--- config.mk ---
export PLATFORM = sky130hd
export DESIGN_NAME = gray_seq_ctrl
export DESIGN_NICKNAME = d
export VERILOG_FILES = /design/src/rtl/gray_seq_ctrl.sv
export SDC_FILE = /design/constraint.sdc
export NUM_CORES = 1
export LEC_CHECK = 0
export ABC_AREA = 0
export BUFFER_PORTS_ARGS = -buffer_cell sky130_fd_sc_hd__buf_2
export CORE_MARGIN = 3
export CORE_UTILIZATION = 50
export DETAILED_ROUTE_END_ITERATION = 8
export GPL_ROUTABILITY_DRIVEN = 0
export PLACE_DENSITY = 0.81
export REMOVE_ABC_BUFFERS = 1
export SETUP_SLACK_MARGIN = 0.5
export SLEW_MARGIN = 20
export SYNTH_ARGS = -nofsm -noshare
export SYNTH_HDL_FRONTEND = slang
export SYNTH_SLANG_ARGS = --single-unit
--- constraint.sdc ---
create_clock -name clk -period 2.2 [get_ports clk]
set_clock_uncertainty 0.15 [all_clocks]
set_input_delay 0 -clock clk [delete_from_list [all_inputs] [get_ports clk]]
set_output_delay 0 -clock clk [all_outputs]
set_load 0.01 [all_outputs]
--- src/rtl/gray_seq_ctrl.sv ---
// gray_seq_ctrl
//   Emits a run of len+1 Gray codes. It starts from binary value b_start and
//   steps up or down by one, wrapping modulo 2^WIDTH. Each code is offered with
//   a valid/ready handshake.
//
// Ports
//   clk      rising-edge clock
//   rst      synchronous active-high reset
//   start    begin a sequence (only accepted in IDLE; abort has priority)
//   b_start  binary value of the first code (latched on start)
//   len      number of codes minus one (latched on start)
//   dir      0 = count up, 1 = count down (latched on start)
//   abort    drop the current sequence without a done pulse
//   g_ready  consumer accepts g this cycle
//   g        Gray code of internal binary register b
//   g_valid  g is offered to the consumer
//   busy     sequence in progress (RUN or DONE)
//   done     one-cycle pulse after the final code transfers
module gray_seq_ctrl #(
    parameter int WIDTH = 4
) (
    input  logic             clk,
    input  logic             rst,
    input  logic             start,
    input  logic [WIDTH-1:0] b_start,
    input  logic [WIDTH-1:0] len,
    input  logic             dir,
    input  logic             abort,
    input  logic             g_ready,
    output logic [WIDTH-1:0] g,
    output logic             g_valid,
    output logic             busy,
    output logic             done
);

    typedef enum logic [1:0] {
        IDLE = 2'd0,
        RUN  = 2'd1,
        DONE = 2'd2
    } state_t;

    state_t           state_q, state_d;
    logic [WIDTH-1:0] b_q, b_d;
    logic [WIDTH-1:0] rem_q, rem_d;
    logic             dir_q, dir_d;
    logic             g_valid_q, busy_q, done_q;

    always_comb begin
        state_d = state_q;
        b_d     = b_q;
        rem_d   = rem_q;
        dir_d   = dir_q;
        unique case (state_q)
            IDLE: begin
                if (start && !abort) begin
                    b_d     = b_start;
                    rem_d   = len;
                    dir_d   = dir;
                    state_d = RUN;
                end
            end
            RUN: begin
                if (abort) begin
                    state_d = IDLE;
                end else if (g_ready) begin
                    if (rem_q == '0) begin
                        state_d = DONE;
                    end else begin
                        // Natural modulo-2^WIDTH arithmetic gives the wrap.
                        b_d   = dir_q ? b_q - WIDTH'(1) : b_q + WIDTH'(1);
                        rem_d = rem_q - WIDTH'(1);
                    end
                end
            end
            DONE: begin
                state_d = IDLE;
            end
            default: begin
                state_d = IDLE;
            end
        endcase
    end

    // Status flags are registered from the next state so they align with it
    // and have no combinational path from the inputs.
    always_ff @(posedge clk) begin
        if (rst) begin
            state_q   <= IDLE;
            b_q       <= '0;
            rem_q     <= '0;
            dir_q     <= 1'b0;
            g_valid_q <= 1'b0;
            busy_q    <= 1'b0;
            done_q    <= 1'b0;
        end else begin
            state_q   <= state_d;
            b_q       <= b_d;
            rem_q     <= rem_d;
            dir_q     <= dir_d;
            g_valid_q <= (state_d == RUN);
            busy_q    <= (state_d != IDLE);
            done_q    <= (state_d == DONE);
        end
    end

    assign g       = b_q ^ (b_q >> 1);
    assign g_valid = g_valid_q;
    assign busy    = busy_q;
    assign done    = done_q;

endmodule

==> results list <==
* Final Net Count: 145
* Number of I/O pins: 21
- Max Fanout on Critical Path: 4
* Leading cell types in the layout, fill and taps excluded: 20 x sky130_fd_sc_hd__buf_2, 12 x sky130_fd_sc_hd__dlygate4sd3_1, 11 x sky130_fd_sc_hd__dfxtp_1, 9 x sky130_fd_sc_hd__nor2_1, 9 x sky130_fd_sc_hd__a21oi_1
- The clock net in this run drives a total of 14 sinks.
- Count of buffering cells on the critical path with inverters included: 2
* Worst Hold Path Cells: 5
* Cell family contributing the most delay on the critical path: simple AND/OR/NAND/NOR gates
* Share of layout cells above drive strength 1: 37.3%
* Arrival time of data at the critical path endpoint: 1810 ps
- For this block, the routed nets add up to 2130 um of wire.
* Post-Syn Area per Cell: 9.18 um^2
- After layout, the worst path uses 79.5% of the clock period.
- Max Transition Viols Final: 0
- The worst register-to-register path ends at b_q[2].
- Synthesis warning total: 0
- Maximum number of pins on one net before global-route repair: 15
- Clock tree synthesis inserted a total of 3 buffers.
- From synthesis to final layout, the design area changed by 45.8%.
* Cells along the critical path: inv_2 -> ha_4 -> or3b_4 -> a31oi_4 -> buf_6 -> a211oi_2 -> nor3_1
- The floorplan step set the die width to 45.7 um.
- Static power due to leakage: 0.000487 uW
- Once the floorplan was initialized, standard cells occupied 57.1% of the core.
* Number of input and output port buffers inserted: 20
- The number of global-route vias before repair is 785.
- Fmax achieved: 572 MHz
- TritonCTS built the clock tree.
* Clock root buffer: sky130_fd_sc_hd__clkbuf_4
- Setup repair after global routing missed its margin: true
- Height of the die: 45.7 um
- The first global-routing pass estimated 3470 um of wire.
* Critical-path top delay cell: sky130_fd_sc_hd__or3b_4
- Synth cell types: 32
* Met2 Wirelength: 1090 um
- The min-delay analysis places its worst path in the category in -> reg.
- Clock input transition at the sequential cells of the worst setup and hold paths: 90 ps
- Once detail routing completed, the nets flagged for antenna violations numbered 0.
- The first routing iteration left 14 violations.
* Final period demand of the worst path: 1750 ps
- In this run the cell area of the synthesized design comes to 790 um^2.
- Highest metal layer with signal wires: met4
- Wire segments on met3 add up to 100 um in the final route.
* Number of inserted diodes: 0
* Setup Viol. Count Final: 0
* Pre-Repair DR Iteration Count: 4
- Critical hold path startpoint: abort
* Number of placement rows: 13
* Startpoint class of the critical path: flip-flop
- IR analysis of the VDD net gives a maximum drop of 423 uV.
* Critical Path End Type: flip-flop
* Actual slew at the worst max-slew pin: 469 ps
- Worst Path Class, Setup: reg -> reg
- Clock latency on the worst-skew pair, taken at its later pin, is 290 ps.
* Reg-to-Reg Start: rem_q[0]
* Setup TNS: 0 ps
- Post-Synthesis Cells: 86
- Summed over all nets, the half-perimeter wirelength after detailed placement is 1260 um.
- Power per standard cell area: 563 nW/um^2
- Sequential element share of the synthesized area: 35.5%
* Post-Route M1 WL: 907 um
* Number of levels the H-tree was split into: 1
- Number of antenna violations at the first check in global routing: 0
- Bufs on Longest Clock Path: 2
- The design draws 648 uW.
* Via count: 782
* Worst slew margin relative to its limit: 68.7%
* Total routing resource utilization after global routing: 23.4%
- On the worst path, the slowest cell contributes a delay of 410 ps.
* Min-Delay Endpoint: dir_q
* Final routed DRC violation total: 0
* Count of endpoints failing hold in the final timing report: 0
* Register bit count reported by yosys: 14
- Leaving out fill and tap cells, the most frequent cell in the layout is sky130_fd_sc_hd__buf_2.
- Via density per instance: 5.55
* Status: completed
- DR WL/cell: 15.1 um
- Measured in cells, the most critical reg-to-reg path has a length of 7.
- The core region is 1380 um^2.
* Max-capacitance violation count: 0
* Worst setup slack for register-to-register paths: 450 ps
- STA puts the critical path data required time at 2260 ps.
- Die area: 2090 um^2
* GRT overflow: 0
## kinds of logic (layout without fill, tap and decap cells)
kind of cell	after synthesis	after routing	synth area share (%)
flip-flops	14	14	35.5
buffers and inverters	8	48	4.28
AO/OA/AOI/OAI	26	26	24.9
AND/OR/NAND/NOR	28	28	21.1
XOR/XNOR	5	5	5.55
multiplexers	1	1	1.43
adder cells (fa/ha/maj)	4	4	7.29
## power breakdown
part,internal [uW],switching (uW)
clock network,101,89.2
logic,90.3,85.6
registers,268,14.0
total,460,189
## what timing repair did
item                                   CTS  global route
gates resized for setup                 10             3
setup endpoints to repair                8             9
endpoints found under the hold margin   14             0
buffers inserted                         3             3
pin swaps                                5             2
hold buffers                            12             0
## state kept, by name, indices dropped and copies added, names as in the netlist
signal / cells
b_q: 4
busy: 1
dir_q: 1
done: 1
g_valid: 1
rem_q: 4
state_q: 2
## stage by stage
stage          cells  worst slack, ps  cell area (um^2)  utilization [%]  hold WS (ps)
4_1_cts          138              507              1120             81.1          15.9
6_report         141              451              1150             83.3           149
5_1_grt          141              388              1150             83.3           215
2_1_floorplan     83              466               774                -         -83.8
3_5_place_dp     119              311               901             65.2          96.5
3_3_place_gp     119              389               901             65.2          76.7
## final cells by class
cell class	count	area (um^2)
fillers	82	231
repair buffers	39	280
inverters	5	18.8
flip-flops and latches	14	284
clock buffers	4	36.3
multi-input cells	64	513
well taps	15	18.8
## cells in the mapped netlist
master	n	area, um^2
sky130_fd_sc_hd__nor4b_4	1	23.8
sky130_fd_sc_hd__a22o_1	1	8.76
sky130_fd_sc_hd__a21o_1	1	7.51
sky130_fd_sc_hd__a221oi_2	2	30.0
sky130_fd_sc_hd__o211ai_1	1	7.51
sky130_fd_sc_hd__nor3b_1	1	7.51
sky130_fd_sc_hd__nor3b_2	1	12.5
sky130_fd_sc_hd__a211oi_1	3	22.5
sky130_fd_sc_hd__ha_1	3	37.5
sky130_fd_sc_hd__a21oi_1	9	45.0
sky130_fd_sc_hd__nor2b_1	2	12.5
sky130_fd_sc_hd__mux2_2	1	11.3
sky130_fd_sc_hd__nor2_1	9	33.8
sky130_fd_sc_hd__buf_4	1	7.51
sky130_fd_sc_hd__nand3b_1	1	7.51
sky130_fd_sc_hd__a31oi_2	1	12.5
sky130_fd_sc_hd__xor2_1	5	43.8
sky130_fd_sc_hd__inv_1	5	18.8
sky130_fd_sc_hd__nor3_1	2	10.0
sky130_fd_sc_hd__nor4_1	2	12.5
sky130_fd_sc_hd__clkbuf_1	2	7.51
sky130_fd_sc_hd__a31o_1	1	8.76
sky130_fd_sc_hd__or3b_4	1	11.3
sky130_fd_sc_hd__o21ai_1	4	20.0
sky130_fd_sc_hd__a31o_4	1	17.5
sky130_fd_sc_hd__o21bai_1	1	7.51
sky130_fd_sc_hd__a32oi_1	1	8.76
sky130_fd_sc_hd__nand2b_1	1	6.26
sky130_fd_sc_hd__fa_1	1	20.0
sky130_fd_sc_hd__nand2_1	5	18.8
sky130_fd_sc_hd__nand3_1	2	10.0
sky130_fd_sc_hd__dfxtp_1	14	280
## worst max-delay path by stage
stage               startpoint  endpoint  slack, ps  cells past startpoint
floorplan             rem_q[0]  rem_q[1]        470                      6
global placement      rem_q[0]  rem_q[1]        390                      6
detailed placement    rem_q[0]  rem_q[1]        310                      6
CTS                   rem_q[0]  rem_q[2]        510                      7
global route          rem_q[0]  rem_q[2]        390                      7
finish                rem_q[0]    b_q[2]        450                      7
## tightest hold or removal path: cells and delay by family
family | cells | cell delay (ps)
AO/OA/AOI/OAI | 1 | 130
AND/OR/NAND/NOR | 2 | 130
buffers and inverters | 2 | 280
## layer usage
metal / global-route usage (%) / vias up
met3: 3.95 / 5
li1: - / 390
met2: 41.5 / 30
met1: 27.1 / 357
met5: 0 / -
met4: 10.2 / 0
(Power assumes the default switching activity.)
